$ cat src/rtl/acq_pkg.sv
// +----------------------------------------------------------------------------+
// | acq_pkg                                                                    |
// | Shared state encoding and counter widths for the acquisition sequencer.    |
// | Rev 1.0 - initial release                                                  |
// +----------------------------------------------------------------------------+
`default_nettype none

package acq_pkg;

    localparam int ARM_CNT_W     = 16;
    localparam int TIMEOUT_CNT_W = 16;
    localparam int TIMER_W       = (ARM_CNT_W > TIMEOUT_CNT_W) ? ARM_CNT_W : TIMEOUT_CNT_W;

    typedef enum logic [2:0] {
        IDLE       = 3'd0,
        ARMING     = 3'd1,
        READY_WAIT = 3'd2,
        CAPTURE    = 3'd3,
        PAUSED     = 3'd4
    } acq_state_e;

endpackage

`default_nettype wire

$ cat src/rtl/acq_timer.sv
// +----------------------------------------------------------------------------+
// | acq_timer                                                                  |
// | Loadable down-counter with zero flag; serves the arm delay and go watchdog.|
// | Rev 1.0 - initial release                                                  |
// +----------------------------------------------------------------------------+
`default_nettype none

module acq_timer
    import acq_pkg::*;
#(
    parameter int WIDTH = TIMER_W
) (
    input  logic             clk,
    input  logic             rst_n,
    input  logic             load,
    input  logic [WIDTH-1:0] load_val,
    output logic             zero
);

    logic [WIDTH-1:0] cnt_q;
    logic [WIDTH-1:0] cnt_d;

    // Counts down freely and parks at zero; owners only look at it right after a load.
    always_comb begin
        cnt_d = cnt_q;
        if (load) begin
            cnt_d = load_val;
        end else if (cnt_q != '0) begin
            cnt_d = cnt_q - WIDTH'(1);
        end
    end

    always_ff @(posedge clk or negedge rst_n) begin
        if (!rst_n) begin
            cnt_q <= '0;
        end else begin
            cnt_q <= cnt_d;
        end
    end

    assign zero = (cnt_q == '0);

endmodule

`default_nettype wire

$ cat src/rtl/acq_sequencer.sv
// +----------------------------------------------------------------------------+
// | acq_sequencer                                                              |
// | Front-end side of the prepare/go/pause trigger handshake driving a         |
// | fixed-length sample-buffer capture. Optional macro ACQ_TIMEOUT_EN adds a   |
// | READY_WAIT go watchdog and the sticky timeout_err output.                  |
// | Rev 1.0 - initial release                                                  |
// +----------------------------------------------------------------------------+
`default_nettype none

module acq_sequencer
    import acq_pkg::*;
#(
    parameter int ARM_CYCLES  = 16,
    parameter int NUM_SAMPLES = 1024,
    parameter int ADDR_W      = 10,
    parameter int GO_TIMEOUT  = 4096
) (
    input  logic              clk,
    input  logic              rst_n,
    input  logic              prepare,
    input  logic              go,
    input  logic              pause,
    output logic              ready,
    output logic              done,
    output logic              busy,
    output logic              adc_en,
    output logic              wr_en,
    output logic [ADDR_W-1:0] wr_addr
`ifdef ACQ_TIMEOUT_EN
    ,
    output logic              timeout_err
`endif
);

    localparam logic [ADDR_W-1:0] LAST_ADDR = ADDR_W'(NUM_SAMPLES - 1);

    acq_state_e        state_q, state_d;
    logic              ready_q, ready_d;
    logic              done_q, done_d;
    logic              busy_q, busy_d;
    logic              adc_en_q, adc_en_d;
    logic              wr_en_q, wr_en_d;
    logic [ADDR_W-1:0] wr_addr_q, wr_addr_d;

    logic               timer_load;
    logic [TIMER_W-1:0] timer_load_val;
    logic               timer_zero;

`ifdef ACQ_TIMEOUT_EN
    logic timeout_err_q, timeout_err_d;
`else
    // GO_TIMEOUT only matters when the watchdog is built in.
    logic [TIMER_W-1:0] unused_go_timeout;
    assign unused_go_timeout = TIMER_W'(GO_TIMEOUT);
`endif

    acq_timer #(
        .WIDTH    (TIMER_W)
    ) u_timer (
        .clk      (clk),
        .rst_n    (rst_n),
        .load     (timer_load),
        .load_val (timer_load_val),
        .zero     (timer_zero)
    );

    always_comb begin
        state_d        = state_q;
        ready_d        = 1'b0;
        done_d         = 1'b0;
        wr_en_d        = 1'b0;
        wr_addr_d      = wr_addr_q;
        timer_load     = 1'b0;
        timer_load_val = TIMER_W'(ARM_CYCLES - 1);
`ifdef ACQ_TIMEOUT_EN
        timeout_err_d  = timeout_err_q;
`endif

        case (state_q)
            IDLE: begin
                if (prepare) begin
                    state_d    = ARMING;
                    timer_load = 1'b1;
`ifdef ACQ_TIMEOUT_EN
                    timeout_err_d = 1'b0;
`endif
                end
            end
            ARMING: begin
                if (timer_zero) begin
                    ready_d = 1'b1;
                    state_d = READY_WAIT;
`ifdef ACQ_TIMEOUT_EN
                    timer_load     = 1'b1;
                    timer_load_val = TIMER_W'(GO_TIMEOUT - 1);
`endif
                end
            end
            READY_WAIT: begin
                if (go) begin
                    state_d = pause ? PAUSED : CAPTURE;
                end
`ifdef ACQ_TIMEOUT_EN
                else if (timer_zero) begin
                    state_d       = IDLE;
                    timeout_err_d = 1'b1;
                end
`endif
            end
            CAPTURE: begin
                // wr_en_q high means the write at wr_addr_q completes on this edge.
                if (done_q) begin
                    state_d = IDLE;
                end else if (wr_en_q && (wr_addr_q == LAST_ADDR)) begin
                    done_d    = 1'b1;
                    wr_addr_d = '0;
                end else begin
                    if (wr_en_q) begin
                        wr_addr_d = wr_addr_q + ADDR_W'(1);
                    end
                    if (pause) begin
                        state_d = PAUSED;
                    end else begin
                        wr_en_d = 1'b1;
                    end
                end
            end
            PAUSED: begin
                if (!pause) begin
                    state_d = CAPTURE;
                    wr_en_d = 1'b1;
                end
            end
            default: begin
                state_d = IDLE;
            end
        endcase

        // The done cycle still counts as busy; IDLE is entered one cycle later.
        busy_d   = (state_d != IDLE);
        adc_en_d = busy_d & ~done_d;
    end

    always_ff @(posedge clk or negedge rst_n) begin
        if (!rst_n) begin
            state_q   <= IDLE;
            ready_q   <= 1'b0;
            done_q    <= 1'b0;
            busy_q    <= 1'b0;
            adc_en_q  <= 1'b0;
            wr_en_q   <= 1'b0;
            wr_addr_q <= '0;
        end else begin
            state_q   <= state_d;
            ready_q   <= ready_d;
            done_q    <= done_d;
            busy_q    <= busy_d;
            adc_en_q  <= adc_en_d;
            wr_en_q   <= wr_en_d;
            wr_addr_q <= wr_addr_d;
        end
    end

`ifdef ACQ_TIMEOUT_EN
    always_ff @(posedge clk or negedge rst_n) begin
        if (!rst_n) begin
            timeout_err_q <= 1'b0;
        end else begin
            timeout_err_q <= timeout_err_d;
        end
    end

    assign timeout_err = timeout_err_q;
`endif

    assign ready   = ready_q;
    assign done    = done_q;
    assign busy    = busy_q;
    assign adc_en  = adc_en_q;
    assign wr_en   = wr_en_q;
    assign wr_addr = wr_addr_q;

endmodule

`default_nettype wire

$ cat config.mk
export PLATFORM = sky130hd
export DESIGN_NAME = acq_sequencer
export DESIGN_NICKNAME = d
export VERILOG_FILES = /design/src/rtl/acq_pkg.sv /design/src/rtl/acq_timer.sv /design/src/rtl/acq_sequencer.sv
export SDC_FILE = /design/constraint.sdc
export NUM_CORES = 1
export LEC_CHECK = 0
export ABC_AREA = 0
export BUFFER_PORTS_ARGS = -buffer_cell sky130_fd_sc_hd__buf_2
export CORE_UTILIZATION = 57
export DETAILED_ROUTE_END_ITERATION = 16
export PLACE_DENSITY = 0.78
export SYNTH_ARGS = -nofsm -noshare
export SYNTH_HDL_FRONTEND = slang
export SYNTH_SLANG_ARGS = --single-unit
$ cat constraint.sdc
create_clock -name clk -period 2.1 [get_ports clk]
set_input_delay 0.105 -clock clk [delete_from_list [all_inputs] [get_ports clk]]
set_output_delay 0.105 -clock clk [all_outputs]
set_load 0.01 [all_outputs]
-- After elaboration in Yosys (flattened, before gate mapping)
Index checks and enable logic that the tools add are counted.
- flip-flop bits (word level): 34
- latch bits: 0
- bits in writable memories: 0
- memory bits (read-only): 0
- logic and storage cells: 50
- memories kept: 0
- add/sub/neg operators: 2
- $mul: 0
- div/mod/pow operators: 0
- order comparisons: 0
- equal/unequal tests: 5
- shift-type cells: 0
- muxes and demuxes: 24
- bitwise logic cells: 3
- reductions and logical operators: 8
- operator list (kind ; count):
    $mux 16 ; 2
    $mux 3 ; 8
    $mux 10 ; 2
    $logic_not 16->1 ; 1
    $reduce_bool 16->1 ; 1
    $sub 16x1->16 const B ; 1
    $pmux 3 s5 ; 1
    $add 10x1->10 const B ; 1
    $eq 10x10->1 const B ; 1
    $mux 1 ; 10
    $eq 3x2->1 const B ; 2
    $reduce_bool 2->1 ; 2
    $eq 3x1->1 const B ; 1
    $eq 3x3->1 const B ; 1
    $logic_not 3->1 ; 1
    $reduce_and 3->1 ; 1
    $reduce_bool 3->1 ; 1
    $not 1->1 ; 2
    $pmux 1 s2 ; 1
    $and 1x1->1 ; 1
    $logic_and 1x1->1 ; 1

-- Depth between registers and ports, before layout
- depth in word-level cells: 7
- gate-level depth with buffers: 7
- depth with buffers taken out: 6

-- Hierarchy
Synthesis repeated with hierarchy kept, for this count alone.
- cell total of the unflattened synthesis: 194
- area total of the unflattened synthesis: 1954.4 um^2
- modules (own cells, without submodules) (module ; instances ; cells an instance ; area an instance (um^2) ; sequential area each (um^2)):
    acq_timer ; 1 ; 104 ; 1006.0 ; 400.4
    acq_sequencer ; 1 ; 90 ; 948.4 ; 450.4

-- Worst setup path before layout
No wires, ideal clock.
- kind: register -> register
- start point: register u_timer.cnt_q[0]
- end point: register u_timer.cnt_q[7]
- library setup time: 136 ps
- arrival time: 1752 ps
- slack: 212 ps
- stages on the path, launching flop included: 8
- path buffers: 1
- period minus slack after synthesis: 1888 ps
- cells stage by stage: dfrtp_1 -> inv_1 -> ha_1 -> or3b_2 -> clkbuf_1 -> nor4_1 -> or3_1 -> a21oi_1
- longest elaborated chain between the ends: 3
- ends and longest elaborated chain (item ; line ; RTL):
    from (decl) ; acq_timer.sv:20 ; logic [WIDTH-1:0] cnt_q;
    from (signal assigned) ; acq_timer.sv:37 ; cnt_q <= cnt_d;
    $sub 16x1->16 ; acq_timer.sv:29 ; cnt_d = cnt_q - WIDTH'(1);
    $mux 16 ; acq_timer.sv:28 ; end else if (cnt_q != '0) begin
    $mux 16 ; acq_timer.sv:26 ; if (load) begin
Several ways; a longest one is shown, not always the timed one. The select of a mux whose other input is x is not followed.
A chain may end at the register's enable or synchronous reset.

-- Final worst setup path
- start point: register u_timer.cnt_q[0]
- end point: register u_timer.cnt_q[13]
Same word-level chain as after synthesis.

==> flow_summary.yaml <==
run_status:
  outcome: "complete, no violations"
global_route:
  grtUsageTotal: 0.271
  grt_max_degree: 35
  antenna_found_initial: 0
  grt_pass1_wl_um: 6850
  overflow: 0
  grt_pass1_vias: 1518
power:
  max-vdd-ir-drop_v: 0.000622
  p_leak_nw: 0.942
  power_density_nw_per_um2: 1220
clocking:
  clk_pin_slew_ns: 0.11
  cts_sinks: 34
  cts_tree: "yes"
  clock_path_buffers: 2
  clock_latency_ns: 0.35
  clockRootBuffer: "clkbuf_4"
  numCtsBuffers: 5
  cts_setup_buffers: 0
  htree_levels: 2
synth:
  ys_seq_elements: 34
  synth_fa_ha_area_frac: 0.0137
  synth-compound-area-share: 0.152
  synth_mux_area_frac: 0.0109
  ys_top_cells_by_count: "dfrtp_1, nand2_1, o21ai_0"
  syn_area_sq_um: 1830
  synth-edff-count: 0
  yosysSeqAreaShare: 0.465
  async_flop_share: 1.00
  synthMostInstantiatedCell: "dfrtp_1"
  synth_top_area_frac: 0.465
  yosys.area.top_type: "dfrtp_1"
  ys.flop_type: "dfrtp_1"
  synthDistinctLibCells: 43
  synthTopCellsByArea: "dfrtp_1, o21ai_0, a21oi_1, xnor2_1, nand2_1"
  synth_top_family_by_area: "simple AND/OR/NAND/NOR gates"
  syn_nets: 206
  postSynthCellCount: 199
  yosys.area_share.simple: 0.289
  avgSynthCellArea_sq_um: 9.19
  yosys_warnings: 0
  synth_xor_area_frac: 0.0335
timing:
  slew_viol_final: 0
  whs_ns: 0.164
  tightest_slew_ns: 0.737
  max_freq_mhz: 499
  slew_headroom: 0.508
  min_period_ns: 2.00
  setup_tns_ns: 0
  finalCritPeriodShare: 0.954
  skew_ns: 0.0101
  rsz0062_at_grt: "no"
  finalHoldViolCount: 0
  finalSetupViolCount: 0
final_layout:
  syn_to_final_growth_pct: 15.3
  drive_gt1_frac: 0.189
  final_cells: 271
  fin_util: 0.691
  n_antenna_cell: 0
  stdcell_area_sq_um: 2110
  fin_nets: 233
worst_hold_path:
  hp-class: "in -> reg"
  holdPathStages: 4
floorplanning:
  num_rows: 20
  die_area_sq_um: 3440
  die_y_um: 58.7
  start_util: 0.599
  ios: 20
  die_w_um: 58.7
  core_area_sq_um: 3050
worst_setup_path:
  critPathMaxStageDelay_ns: 0.48
  cp_top_family: "compound AO/OA/AOI/OAI gates"
  slowest_stage: "or3b_2"
  crit_cells: 7
  cp_common_cell: "o21ai_0"
  crit_path_end_kind: "flip-flop"
  crit_path_start_kind: "flip-flop"
  crit_required_ns: 2.37
  cp_num_buf_inv: 2
  critical_path.max_fanout: 6
  crit_chain: "inv_1 -> ha_1 -> or3b_2 -> buf_4 -> o21ai_0 -> o21ai_0 -> a21oi_1"
  critPathKind: "reg -> reg"
  r2r_cells: 7
  crit_arrival_ns: 2.27
placed_design:
  gp_congestion: 0.895
  portBuffers: 19
  placed_area_sq_um: 2000
  dp.cells: 261
  dp_hpwl_um: 2950
route:
  drt_iter0_markers: 123
  drc: 0
  viasPerCell: 6.01
  detailedRoute.firstPassIterationCount: 4
  wl_per_cell_um: 15.3
  num_vias: 1628
  totalWireLength_um: 4130
  ant_nets: 0
job:
  drv_cap: 0
## state kept, by name (all words and copies together) (netlist names)
name,flops
u_timer.cnt_q,16
wr_addr,10
ready,1
state_q,3
adc_en,1
busy,1
wr_en,1
done,1
## cell families (layout without fill, tap and decap cells)
logic type / count (synthesis) / count (layout)
simple gates: 92 / 92
compound gates: 45 / 45
flops: 34 / 34
buf+inv: 17 / 45
xor+xnor: 7 / 7
fa+ha+maj: 2 / 2
mux: 2 / 2
## cells in the final DEF (no fill, tap or decap), types with 3 or more instances in the layout
cell type	instances
clkbuf_8	3
a21oi_1	13
nand4_1	7
buf_4	8
o21ai_0	15
clkbuf_4	5
nor3_1	8
nand3_1	10
or3b_2	3
a211o_1	4
nor2_1	13
buf_2	19
or3_1	7
xnor2_1	7
nor4_1	7
inv_1	8
dfrtp_1	34
nand2_1	15
nor2b_1	3
## stage by stage
step	worst slack (ns)	power (mW)
2_1_floorplan	0.212	1.76
3_3_place_gp	0.184	2.05
3_5_place_dp	0.141	2.10
4_1_cts	0.0975	2.56
5_1_grt	0.00373	2.76
6_report	0.0974	2.57
## per-layer routing
layer	vias up	wire length, um	GRT usage
met5	-	0	0
met4	0	88	0.129
met3	9	218	0.0615
met2	55	2020	0.450
met1	772	1800	0.335
li1	792	-	-
## final cells by class
type | instances | area [sq um]
Timing Repair Buffer | 29 | 175
Clock buffer | 8 | 78.8
Inverter | 8 | 30.0
Multi-Input combinational cell | 148 | 920
Tap cell | 44 | 55.1
Fill cell | 262 | 943
Sequential cell | 34 | 851
## where the power goes
group	internal (mW)	total (mW)	switching (mW)
Sequential	0.818	1.03	0.216
Clock	0.229	0.449	0.220
Combinational	0.479	1.09	0.612
## tightest hold or removal path: cells and delay by family
family,cells,cell delay [ns]
buffers and inverters,1,0.10
AOI/OAI and AO/OA,1,0.11
and+or+nand+nor,2,0.14
## final timing paths
path,from,end,slack [ns]
worst max-delay path,u_timer.cnt_q[0],u_timer.cnt_q[13],0.1
worst min register to register,wr_addr[2],wr_addr[2],0.54
max in group asynchronous,rst_n,u_timer.cnt_q[14],1.28
min in group asynchronous,rst_n,u_timer.cnt_q[2],0.34
worst min-delay path,go,state_q[1],0.16
worst max register to register,u_timer.cnt_q[0],u_timer.cnt_q[13],0.1
## timing repair
item                                   in CTS  in global routing
gates resized for setup                     0                  2
hold buffers                                2                  0
setup endpoints to repair                   0                  3
endpoints found under the hold margin      35                  0
No activity file was read; power rests on OpenSTA's default activity.
